File: config.mk
export PLATFORM = sky130hd
export DESIGN_NAME = exe_mem_pipe_reg
export DESIGN_NICKNAME = d
export VERILOG_FILES = /design/src/rtl/exe_mem_pkg.sv /design/src/rtl/payload_slot.sv /design/src/rtl/exe_mem_pipe_reg.sv
export SDC_FILE = /design/constraint.sdc
export NUM_CORES = 1
export LEC_CHECK = 0
export BUFFER_PORTS_ARGS = -buffer_cell sky130_fd_sc_hd__buf_2
export CAP_MARGIN = 25
export CORE_MARGIN = 2
export CORE_UTILIZATION = 29
export DETAILED_ROUTE_END_ITERATION = 8
export SLEW_MARGIN = 20
export SYNTH_ARGS = -nofsm -noshare
export SYNTH_HDL_FRONTEND = slang
export SYNTH_HIERARCHICAL = 1
export SYNTH_SLANG_ARGS = --single-unit
export TNS_END_PERCENT = 20
File: constraint.sdc
create_clock -name clk -period 4 [get_ports clk]
set_input_delay 0.6 -clock clk [delete_from_list [all_inputs] [get_ports clk]]
set_output_delay 0.6 -clock clk [all_outputs]
set_load 0.005 [all_outputs]
File: src/rtl/exe_mem_pkg.sv
// Shared definitions for the EXE->MEM elastic pipeline register.
// Holds the default payload widths, the packed payload record and the
// occupancy state encoding used by the top-level controller.
package exe_mem_pkg;

   localparam int PC_W   = 32;
   localparam int DATA_W = 32;
   localparam int DEST_W = 5;

   // One EXE-stage instruction as it travels into MEM, at default widths.
   typedef struct packed {
      logic [PC_W-1:0]   pc;
      logic [DATA_W-1:0] alu_result;
      logic [DATA_W-1:0] st_value;
      logic [DEST_W-1:0] dest;
      logic              mem_r_en;
      logic              mem_w_en;
      logic              wb_en;
   } exe_mem_payload_t;

   // Encoding doubles as the entry count driven on the occupancy port.
   typedef enum logic [1:0] {
      EMPTY = 2'd0,
      ONE   = 2'd1,
      FULL  = 2'd2
   } state_e;

endpackage

File: src/rtl/payload_slot.sv
// Payload storage slot: a W-bit register with load enable and an
// asynchronous active-low clear.
// Ports:
//   clk_i   - clock
//   rst_ni  - asynchronous active-low clear
//   load_i  - capture d_i on the rising edge
//   d_i     - next payload
//   q_o     - stored payload
module payload_slot #(
   parameter int W = 8
) (
   input  logic         clk_i,
   input  logic         rst_ni,
   input  logic         load_i,
   input  logic [W-1:0] d_i,
   output logic [W-1:0] q_o
);

   logic [W-1:0] slot_q;

   // Payload register: cleared on reset, otherwise loads on demand and
   // keeps its (possibly stale) content when not loaded.
   always_ff @(posedge clk_i or negedge rst_ni) begin
      if (!rst_ni) begin
         slot_q <= '0;
      end else if (load_i) begin
         slot_q <= d_i;
      end else begin
         slot_q <= slot_q;
      end
   end

   assign q_o = slot_q;

endmodule

File: src/rtl/exe_mem_pipe_reg.sv
// Elastic EXE->MEM pipeline register with a two-entry skid buffer.
// MAIN drives the outputs, SKID catches the one extra instruction that
// arrives in the cycle MEM stalls. in_ready is decoded from state flops
// only, so there is no combinational path from out_ready to in_ready.
// Ports:
//   clk, rst_n, flush                   - clock, async reset, squash
//   in_valid / in_ready                 - EXE-side handshake
//   pc_in, alu_result_in, st_value_in,
//   dest_in, mem_r_en_in, mem_w_en_in,
//   wb_en_in                            - EXE payload
//   out_valid / out_ready               - MEM-side handshake
//   pc, alu_result, st_value, dest      - head-entry payload
//   mem_r_en, mem_w_en, wb_en           - head-entry control, masked
//   occupancy                           - entries held (0..2)
module exe_mem_pipe_reg #(
   parameter int PC_W   = exe_mem_pkg::PC_W,
   parameter int DATA_W = exe_mem_pkg::DATA_W,
   parameter int DEST_W = exe_mem_pkg::DEST_W
) (
   input  logic              clk,
   input  logic              rst_n,
   input  logic              flush,
   input  logic              in_valid,
   output logic              in_ready,
   input  logic [PC_W-1:0]   pc_in,
   input  logic [DATA_W-1:0] alu_result_in,
   input  logic [DATA_W-1:0] st_value_in,
   input  logic [DEST_W-1:0] dest_in,
   input  logic              mem_r_en_in,
   input  logic              mem_w_en_in,
   input  logic              wb_en_in,
   output logic              out_valid,
   input  logic              out_ready,
   output logic [PC_W-1:0]   pc,
   output logic [DATA_W-1:0] alu_result,
   output logic [DATA_W-1:0] st_value,
   output logic [DEST_W-1:0] dest,
   output logic              mem_r_en,
   output logic              mem_w_en,
   output logic              wb_en,
   output logic [1:0]        occupancy
);

   import exe_mem_pkg::*;

   localparam int PAY_W = PC_W + 2 * DATA_W + DEST_W + 3;

   state_e             state_q, state_d;
   logic [PAY_W-1:0]   in_pay_s;
   logic [PAY_W-1:0]   main_d, main_q, skid_q;
   logic               load_main_s, load_skid_s, main_from_skid_s;
   logic               in_fire_s, out_fire_s;
   logic               main_r_s, main_w_s, main_wb_s;

   assign in_pay_s = {pc_in, alu_result_in, st_value_in, dest_in,
                      mem_r_en_in, mem_w_en_in, wb_en_in};

   assign in_ready   = (state_q != FULL);
   assign out_valid  = (state_q != EMPTY);
   assign occupancy  = state_q;
   assign in_fire_s  = in_valid & in_ready;
   assign out_fire_s = out_valid & out_ready;

   // Next-state and slot-load decode; flush overrides every transition.
   always_comb begin
      state_d          = state_q;
      load_main_s      = 1'b0;
      load_skid_s      = 1'b0;
      main_from_skid_s = 1'b0;
      if (flush) begin
         state_d = EMPTY;
      end else begin
         case (state_q)
            EMPTY: begin
               if (in_fire_s) begin
                  state_d     = ONE;
                  load_main_s = 1'b1;
               end else begin
                  state_d = EMPTY;
               end
            end
            ONE: begin
               if (in_fire_s && out_fire_s) begin
                  state_d     = ONE;
                  load_main_s = 1'b1;
               end else if (in_fire_s) begin
                  state_d     = FULL;
                  load_skid_s = 1'b1;
               end else if (out_fire_s) begin
                  state_d = EMPTY;
               end else begin
                  state_d = ONE;
               end
            end
            FULL: begin
               // in_ready is low here, so only the drain side can move.
               if (out_fire_s) begin
                  state_d          = ONE;
                  load_main_s      = 1'b1;
                  main_from_skid_s = 1'b1;
               end else begin
                  state_d = FULL;
               end
            end
            default: begin
               state_d = EMPTY;
            end
         endcase
      end
   end

   // MAIN refills from SKID when draining a full buffer, else from EXE.
   always_comb begin
      if (main_from_skid_s) begin
         main_d = skid_q;
      end else begin
         main_d = in_pay_s;
      end
   end

   // Occupancy state register.
   always_ff @(posedge clk or negedge rst_n) begin
      if (!rst_n) begin
         state_q <= EMPTY;
      end else begin
         state_q <= state_d;
      end
   end

   payload_slot #(.W(PAY_W)) u_main (
      .clk_i  (clk),
      .rst_ni (rst_n),
      .load_i (load_main_s),
      .d_i    (main_d),
      .q_o    (main_q)
   );

   payload_slot #(.W(PAY_W)) u_skid (
      .clk_i  (clk),
      .rst_ni (rst_n),
      .load_i (load_skid_s),
      .d_i    (in_pay_s),
      .q_o    (skid_q)
   );

   assign {pc, alu_result, st_value, dest, main_r_s, main_w_s, main_wb_s} = main_q;

   // Stale payload is harmless; stale control bits are not, so mask them.
   assign mem_r_en = main_r_s  & out_valid;
   assign mem_w_en = main_w_s  & out_valid;
   assign wb_en    = main_wb_s & out_valid;

endmodule

# Word-level counts from Yosys, hierarchy flattened
# Cells that the tools add are included.
dict set report classes {
  eq_ne 3
  bitwise 5
  n_reduce_logical 3
  mux 18
}
# operator count
set ops {}
lappend ops {{2-to-1 mux 104 bit} 1}
lappend ops {{2-to-1 mux 1 bit} 11}
lappend ops {{2-to-1 mux 2 bit} 4}
lappend ops {{one-hot mux 2 bit (3 select lines)} 1}
lappend ops {{AND 1 bit} 5}
lappend ops {{one-hot mux 1 bit (3 select lines)} 1}
lappend ops {{== test 2 x 1 -> 1 bit (second input constant)} 1}
lappend ops {{== test 2 bit (second input constant)} 1}
lappend ops {{logical NOT 2 bit} 1}
lappend ops {{!= test 2 bit (second input constant)} 1}
lappend ops {{nonzero test 2 bit} 1}
lappend ops {{logical AND 1 bit} 1}
dict set report totals {
  output_inout_bits 108
  input_bits 109
  elab_cells 32
  reg_bits 210
}

# Longest topological paths before layout
# Gate-level depths: netlist of run 1.
dict set report depth {
  word_depth 7
  ltp_mapped 9
}

# By module
# Netlist of run 1, hierarchy kept.
# mod cells_per_inst seq_area_each_um2 instances area_each_um2
set by_module_without_submodules {}
lappend by_module_without_submodules {payload_slot 220 2602.5 2 4112.7}
lappend by_module_without_submodules {exe_mem_pipe_reg 140 50.0 1 1780.5}

# Worst setup path after synthesis of run 1
# No wires, ideal clock.
dict set report synth_path {
  path_kind {register to register}
  startpoint {register state_q[0], in the netlist occupancy[0]}
  endpoint {register u_skid.slot_q[100], in the netlist u_skid/q_o[100]}
  setup_time_ns 0.125
  synth_period_minus_slack_ns 2.017
  arrival_ns 1.892
  path_stages_with_launch 9
  path_slack_ns 1.983
  required_time_ns 3.875
  path_cell_list {dfrtp_1 > or2b_1 > and2_1 > ha_1 > nor3b_1 > buf_6 > buf_8 > buf_6 > mux2_4}
}
dict set report synth_between {
  elab_chain_cells 6
}
# element line_no
set synth_rtl {}
lappend synth_rtl {{from (decl)} exe_mem_pipe_reg.sv:48} ;# state_e state_q, state_d;
lappend synth_rtl {{from (signal assigned)} exe_mem_pipe_reg.sv:126} ;# state_q <= state_d;
lappend synth_rtl {{!= test 2 bit *} exe_mem_pipe_reg.sv:58} ;# assign in_ready = (state_q != FULL);
lappend synth_rtl {{named net in_ready} exe_mem_pipe_reg.sv:24} ;# output logic in_ready,
lappend synth_rtl {{AND 1 bit *} exe_mem_pipe_reg.sv:61} ;# assign in_fire_s = in_valid & in_ready;
lappend synth_rtl {{2-to-1 mux 1 bit or logical AND 1 bit (tied branches)} {exe_mem_pipe_reg.sv:86, exe_mem_pipe_reg.sv:83}}
lappend synth_rtl {{2-to-1 mux 1 bit *} exe_mem_pipe_reg.sv:83} ;# if (in_fire_s && out_fire_s) begin
lappend synth_rtl {{2-to-1 mux 1 bit *} exe_mem_pipe_reg.sv:73} ;# case (state_q)
lappend synth_rtl {{2-to-1 mux 1 bit *} exe_mem_pipe_reg.sv:70} ;# if (flush) begin
lappend synth_rtl {{named net load_skid_s} exe_mem_pipe_reg.sv:51} ;# logic load_main_s, load_skid_s, main_from_skid_s;
lappend synth_rtl {{to (signal assigned)} payload_slot.sv:27} ;# slot_q <= d_i;
lappend synth_rtl {{to (signal assigned)} payload_slot.sv:29} ;# slot_q <= slot_q;
lappend synth_rtl {{to (decl)} payload_slot.sv:19} ;# logic [W-1:0] slot_q;
# The timed path passes the listed nets; every way through them passes the cells marked *.
# A chain may end at the register's enable or synchronous reset.

# Worst setup path in the final report of run 1
dict set report layout_path {
  startpoint {register state_q[0], in the netlist occupancy[0]}
  endpoint {register u_skid.slot_q[103], in the netlist u_skid/q_o[103]}
}
dict set report layout_between {
  elab_chain_cells 6
}
# element line_no
set layout_rtl {}
lappend layout_rtl {{!= test 2 bit or nonzero test 2 bit (tied branches)} {exe_mem_pipe_reg.sv:58, exe_mem_pipe_reg.sv:59}}
lappend layout_rtl {{AND 1 bit, on equally long branches} {exe_mem_pipe_reg.sv:61, exe_mem_pipe_reg.sv:62}}
lappend layout_rtl {{2-to-1 mux 1 bit or logical AND 1 bit (tied branches)} {exe_mem_pipe_reg.sv:86, exe_mem_pipe_reg.sv:83}}
lappend layout_rtl {{2-to-1 mux 1 bit} exe_mem_pipe_reg.sv:83}
lappend layout_rtl {{2-to-1 mux 1 bit *} exe_mem_pipe_reg.sv:73}
lappend layout_rtl {{2-to-1 mux 1 bit *} exe_mem_pipe_reg.sv:70}
lappend layout_rtl {{named net load_skid_s} exe_mem_pipe_reg.sv:51}
# Marks and branches as above.

==> flow_summary.yaml, run 1 <==
status:
  outcome: "finished, final reports clean"
final_layout:
  syn2layout_area_growth_pct: 21.8
  drive_gt1_frac: 0.714
  fill_cells: 3304
  register_area_um2: 5260
  nNetsFinal: 909
  multi_input_area_um2: 4380
  num_antenna_cells: 0
timing:
  tightest_slew_ns: 0.736
  rsz0062_at_grt: "false"
  fin_tns_setup_ns: 0
  hold_viol: 0
  fin_crit_ns: 2.41
  fin_skew_ns: 0.0107
  finalSetupViolations: 0
  fin_crit_sh: 0.603
  slew_headroom: 0.510
  slew_viol_final: 0
  fmax_mhz: 415
  setup_ws_ns: 1.59
route:
  via_per_inst: 4.35
  drt_pre_antenna_iters: 4
  initialDrtViolationCount: 162
  num_vias: 5527
  drc: 0
  ant_nets: 0
  wl_per_cell_um: 16.4
  wl_mm: 20.8
worst_setup_path:
  critical_path_class: "reg2reg"
  cp-end-kind: "flop"
  crit_arrival_ns: 2.82
  r2r-start: "occupancy[0]$_DFF_PN0_"
  cp_max_fo: 74
  start_kind: "flop"
  worst-endpoint-required_ns: 4.41
  startpoint: "occupancy[0]$_DFF_PN0_"
grt:
  track_usage: 0.114
  grt_max_degree: 87
  antenna_found_initial: 3
  gr-total-overflow: 0
  grt_pass1_wl_mm: 33.1
  grt_pass1_vias: 5843
pwr:
  leakagePower_nw: 5.64
  ir_worst_vdd_mv: 0.319
  power_density_nw_per_um2: 573
yosys:
  synth_cell_types: 23
  synth_area_leaders: "dfrtp_1 (53%), mux2_4 (27%), mux2_2 (15%)"
  yosysSeqAreaShare: 0.525
  async_flop_share: 1.00
  synth.avg_cell_area_um2: 17.3
  synth_ff_type: "dfrtp_1"
  synth_top_area_frac: 0.525
  syn_inst: 580
  syn_nets: 691
  ys_ff_latch: 210
  synth_edf_count: 0
  yosys_warnings: 6
  synth_largest_area_cell: "dfrtp_1"
  syn_area_um2: 10000
worst_hold_path:
  hold_class: "in2async"
clocking:
  cts_sinks: 210
  holdBufCountCts: 0
  clock_latency_ns: 0.52
  path_clk_slew_ns: 0.06
  cts_resized: 0
  cts_setup_buffers: 0
  root_buffer: "clkbuf_16"
  cts_buffers: 25
  htreeDepth: 1
  cts_tree: "yes"
  cts_max_path_buffers: 3
job:
  drv_cap: 0
placed_design:
  io_buffers: 216
  place_congestion: 0.727
  hpwl_mm: 13.5
  pre_cts_ws_ns: 1.45
floorplanning:
  ios: 217
  core_um2: 34300
  start_util: 0.292
  dieArea_um2: 36000
  die_y_um: 190
  rows: 68
  die_x_um: 190
-- cell usage in the layout (no fill, tap or decap), types with 2 or more instances in the layout --
| cell | Yosys | layout |
|---|---|---|
| inv_1 | 2 | 2 |
| buf_2 | 9 | 215 |
| mux2_4 | 180 | 180 |
| buf_12 | 7 | 2 |
| clkbuf_1 | 0 | 5 |
| ha_1 | 2 | 2 |
| inv_6 | 0 | 2 |
| mux2_2 | 132 | 132 |
| buf_4 | 4 | 9 |
| clkinv_2 | 0 | 5 |
| clkbuf_8 | 0 | 6 |
| nor2b_1 | 3 | 3 |
| dfrtp_1 | 210 | 210 |
| clkbuf_16 | 0 | 25 |
| nand2b_1 | 3 | 3 |
-- area by class of cell --
cell class,count,area share
timing repair buffer,227,0.0984
multi-input combinational,332,0.359
clock buffer,36,0.0597
tap,455,0.0467
clock inverter,8,0.00411
sequential,210,0.431
inverter,2,0.000616
-- cells by family (layout without fill, tap and decap cells) --
| group | Yosys count | in the layout | share of synthesized area |
|---|---|---|---|
| buf+inv | 38 | 273 | 0.0410 |
| compound gates | 4 | 4 | 0.00275 |
| flops | 210 | 210 | 0.525 |
| fa+ha+maj | 2 | 2 | 0.00250 |
| mux | 313 | 313 | 0.420 |
| simple gates | 13 | 13 | 0.00888 |
-- registers in the layout, summed over array words and instances (netlist names) --
register / count
occupancy: 2
u_skid/q_o: 104
u_main/q_o: 104
-- synthesized netlist by cell type (2+ instances only) --
cell	count
buf_12	7
o32ai_1	2
mux2_4	180
inv_1	2
buf_2	9
nand2b_1	3
ha_1	2
buf_4	4
dfrtp_1	210
buf_8	2
buf_6	14
nor2b_1	3
mux2_2	132
-- path summary, 6_finish.rpt --
kind / cells past startpoint / to / slack, ns
hold reg to reg: 1 / u_main/q_o[35]$_DFFE_PN0P_ / 0.50
hold / removal: 1 / u_main/q_o[91]$_DFFE_PN0P_ / 0.06
min in group clk: 2 / u_skid/q_o[87]$_DFFE_PN0P_ / 0.32
setup reg to reg: 6 / u_skid/q_o[103]$_DFFE_PN0P_ / 1.59
setup / recovery: 6 / u_skid/q_o[103]$_DFFE_PN0P_ / 1.59
max in group asynchronous: 2 / u_main/q_o[103]$_DFFE_PN0P_ / 2.89
-- worst max-delay path: stages, from the launching register on --
cell and delay (ns):
dfrtp_1 0.58, or2b_1 0.16, and2_1 0.15, ha_1 0.18, nor3b_2 0.28, buf_12 0.48, mux2_2 0.39
-- metal layers --
layer | GRT usage | up-vias | part of all wire
li1 | - | 2530 | -
met1 | 0.157 | 2793 | 0.47
met2 | 0.170 | 167 | 0.42
met3 | 0.0422 | 31 | 0.089
met4 | 0.0253 | 6 | 0.015
met5 | 0 | - | 0.0016
-- power breakdown --
part           internal (mW)  switching [mW]
Clock                   1.26           0.888
Sequential              2.84           0.378
Combinational           1.10           0.515
-- stage by stage --
step | util | power, mW | area, um^2 | cells | hold slack (ns)
floorplan | - | 4.28 | 10000 | 580 | 0.304
global placement | 0.333 | 4.83 | 11400 | 1226 | 0.484
detailed placement | 0.333 | 4.88 | 11400 | 1226 | 0.489
CTS | 0.355 | 7.12 | 12200 | 1270 | 0.0832
global route | 0.355 | 7.41 | 12200 | 1270 | 0.109
finish | 0.355 | 6.98 | 12200 | 1270 | 0.0600
Power figures use the tool's default switching activity.
==> run 2: changes to the inputs <==
--- a/config.mk
+++ b/config.mk
@@ -5,6 +5,7 @@
 export SDC_FILE = /design/constraint.sdc
 export NUM_CORES = 1
 export LEC_CHECK = 0
+export ABC_AREA = 1
 export BUFFER_PORTS_ARGS = -buffer_cell sky130_fd_sc_hd__buf_2
 export CAP_MARGIN = 25
 export CORE_MARGIN = 2
==> constraint.sdc (replaced) <==
create_clock -name clk -period 2.15 [get_ports clk]
set_input_delay 0.3225 -clock clk [delete_from_list [all_inputs] [get_ports clk]]
set_output_delay 0.3225 -clock clk [all_outputs]
set_load 0.005 [all_outputs]
==> run 2 against run 1 <==
Flip-flop and latch count stayed put. Sequential power is 75% higher. Combinational power is 30% higher. Critical path depth is 4 higher. First-iteration DRC count grew to 2.6 times the previous value. Die area is 5.8% lower. Total power is 65% higher. Critical endpoint is now u_skid/q_o[73]$_DFFE_PN0P_.
==> flow_summary.yaml, run 2 <==
pwr:
  power_density_nw_per_um2: 986
  leakagePower_nw: 6.83
  ir_worst_vdd_mv: 0.525
clocking:
  path_clk_slew_ns: 0.06
  cts_sinks: 210
  cts_buffers: 25
  root_buffer: "clkbuf_16"
  clock_latency_ns: 0.51
  htreeDepth: 1
  cts_max_path_buffers: 3
  cts_tree: "yes"
floorplanning:
  dieArea_um2: 33900
  die_x_um: 184
  start_util: 0.296
  die_y_um: 184
  core_um2: 31800
  rows: 65
  ios: 217
worst_hold_path:
  hold_depth: 3
  hold_end: "u_skid/q_o[62]$_DFFE_PN0P_"
  min-delay-start: "alu_result_in[22]"
  hold_class: "in2reg"
grt:
  grt_pass1_wl_mm: 41.7
  antenna_found_initial: 4
  gr-total-overflow: 0
  track_usage: 0.151
  grt_max_degree: 60
  grt_pass1_vias: 7954
worst_setup_path:
  cp-end-kind: "flop"
  r2r-end: "u_skid/q_o[73]$_DFFE_PN0P_"
  cpPeakStageDelay_ns: 0.50
  r2r_slack_ns: 0.18
  cp_slowest_cell: "dfrtp_1"
  reg2regPathDepth: 10
  path_buf_inv: 3
  r2r-start: "occupancy[0]$_DFF_PN0_"
  crit_family: "simple AND/OR/NAND/NOR gates"
  worst-endpoint-required_ns: 2.59
  critical_path_class: "reg2reg"
  worstPathCellList: "nor2_1, nor2_1, inv_1, ha_1, nand3_1, nor2_4, inv_4, buf_12, nand2_1, nand2_1"
  crit_arrival_ns: 2.41
  start_kind: "flop"
  cp_max_fo: 29
timing:
  fin_tns_setup_ns: 0
  fmax_mhz: 508
  tightest_slew_ns: 0.499
  whs_ns: 0.0271
  fin_crit_sh: 0.916
  hold_viol: 0
  fin_crit_ns: 1.97
  slew_viol_final: 0
  finalSetupViolations: 0
  rsz0062_at_grt: "false"
  slew_headroom: 0.667
  fin_skew_ns: 0.00957
yosys:
  synth_top_area_frac: 0.558
  synth_area_leaders: "dfrtp_1 (56%), nand2_1 (37%), buf_2 (2.2%)"
  async_flop_share: 1.00
  syn_area_um2: 9420
  syn_inst: 1252
  synth_ff_type: "dfrtp_1"
  synth_cell_types: 15
  yosys_warnings: 6
  synth_edf_count: 0
  ys_ff_latch: 210
  synth.avg_cell_area_um2: 7.52
  yosysMostFrequentCell: "nand2_1"
  synth_largest_area_cell: "dfrtp_1"
  yosysSeqAreaShare: 0.558
  synthTopCellsByCount: "nand2_1 (940), dfrtp_1 (210), buf_2 (42)"
  syn_nets: 1363
placed_design:
  dp_cells: 1862
  dpl_cell_area_um2: 10900
  place_congestion: 0.774
  io_buffers: 216
  hpwl_mm: 16.6
route:
  drc: 0
  initialDrtViolationCount: 423
  via_per_inst: 4.26
  wl_per_cell_um: 13.4
  ant_nets: 0
  num_vias: 8107
  wl_mm: 25.5
  drt_pre_antenna_iters: 5
final_layout:
  finalInstanceArea_um2: 11700
  num_antenna_cells: 0
  instances_no_fill: 1902
  syn2layout_area_growth_pct: 24.3
  nNetsFinal: 1568
  postLayoutCoreUtil: 0.368
  final_cell_mix: "nand2_1 (940), buf_2 (215), dfrtp_1 (210)"
  final_common_cell: "nand2_1"
  drive_gt1_frac: 0.194
status:
  outcome: "finished, final reports clean"
job:
  drv_cap: 0
[run 2: changes by cell type after synthesis, moves of 7 or more]
cell     previous run  this run
nand2_1             0       940
mux2_4            180         0
mux2_2            132         0
buf_2               9        42
inv_1               2        11
buf_12              7         0
[run 2: layout make-up]
| cell class | count | area, um^2 |
|---|---|---|
| fillers | 3355 | 20100 |
| repair buffers | 246 | 1450 |
| clock buffers | 35 | 713 |
| multi-input cells | 959 | 3670 |
| inverters | 15 | 63.8 |
| flip-flops and latches | 210 | 5260 |
| well taps | 435 | 544 |
| clock inverters | 2 | 10.0 |
[run 2: cells by family (layout without fill, tap and decap cells)]
group / Yosys count / in the layout / share of synthesized area
adder cells (fa/ha/maj): 2 / 2 / 0.00266
flip-flops: 210 / 210 / 0.558
AO/OA/AOI/OAI: 1 / 1 / 0.000531
buffers and inverters: 83 / 298 / 0.0546
AND/OR/NAND/NOR: 956 / 956 / 0.384
[run 2: power by group]
| group | switching [mW] | total (mW) | leakage (nW) | internal (mW) |
|---|---|---|---|---|
| Sequential | 0.572 | 5.63 | 2.63 | 5.06 |
| Combinational | 1.18 | 2.09 | 3.84 | 0.902 |
| Clock | 1.57 | 3.83 | 0.358 | 2.26 |
[run 2: worst max-delay path by stage]
stage | slack, ns | startpoint | cells past startpoint | end
after floorplan | 0.30 | occupancy[0]$_DFF_PN0_ | 12 | u_main/q_o[100]$_DFFE_PN0P_
after global placement | 0.28 | occupancy[0]$_DFF_PN0_ | 9 | u_skid/q_o[87]$_DFFE_PN0P_
after detailed placement | 0.18 | occupancy[1]$_DFF_PN0_ | 9 | u_skid/q_o[85]$_DFFE_PN0P_
after CTS | 0.15 | occupancy[0]$_DFF_PN0_ | 8 | u_skid/q_o[68]$_DFFE_PN0P_
after global routing | 0.002 | occupancy[0]$_DFF_PN0_ | 10 | u_skid/q_o[73]$_DFFE_PN0P_
final | 0.18 | occupancy[0]$_DFF_PN0_ | 10 | u_skid/q_o[73]$_DFFE_PN0P_
[run 2: what timing repair did]
item / CTS / global route
hold buffers: 3 / 0
hold endpoints to repair: 53 / 0
setup buffers: 0 / 0
gates resized for setup: 0 / 1
endpoints found under the setup margin: 0 / 2
[run 2: tightest hold or removal path, cell delays in order]
cell	delay [ns]
buf_2	0.08
nand2_1	0.04
nand2_1	0.05
[run 2: metal layers]
layer	up-vias	part of all wire	track usage
met4	8	0.026	0.0397
met3	44	0.069	0.0395
li1	4131	-	-
met2	216	0.44	0.242
met5	-	0.0020	0
met1	3708	0.46	0.204
[run 2: through the flow]
| step | total power [mW] | worst slack [ns] |
|---|---|---|
| 6_report | 11.5 | 0.182 |
| 5_1_grt | 12.3 | 0.00162 |
| 4_1_cts | 11.7 | 0.147 |
| 3_5_place_dp | 7.81 | 0.177 |
| 3_3_place_gp | 7.71 | 0.276 |
| 2_1_floorplan | 6.77 | 0.301 |
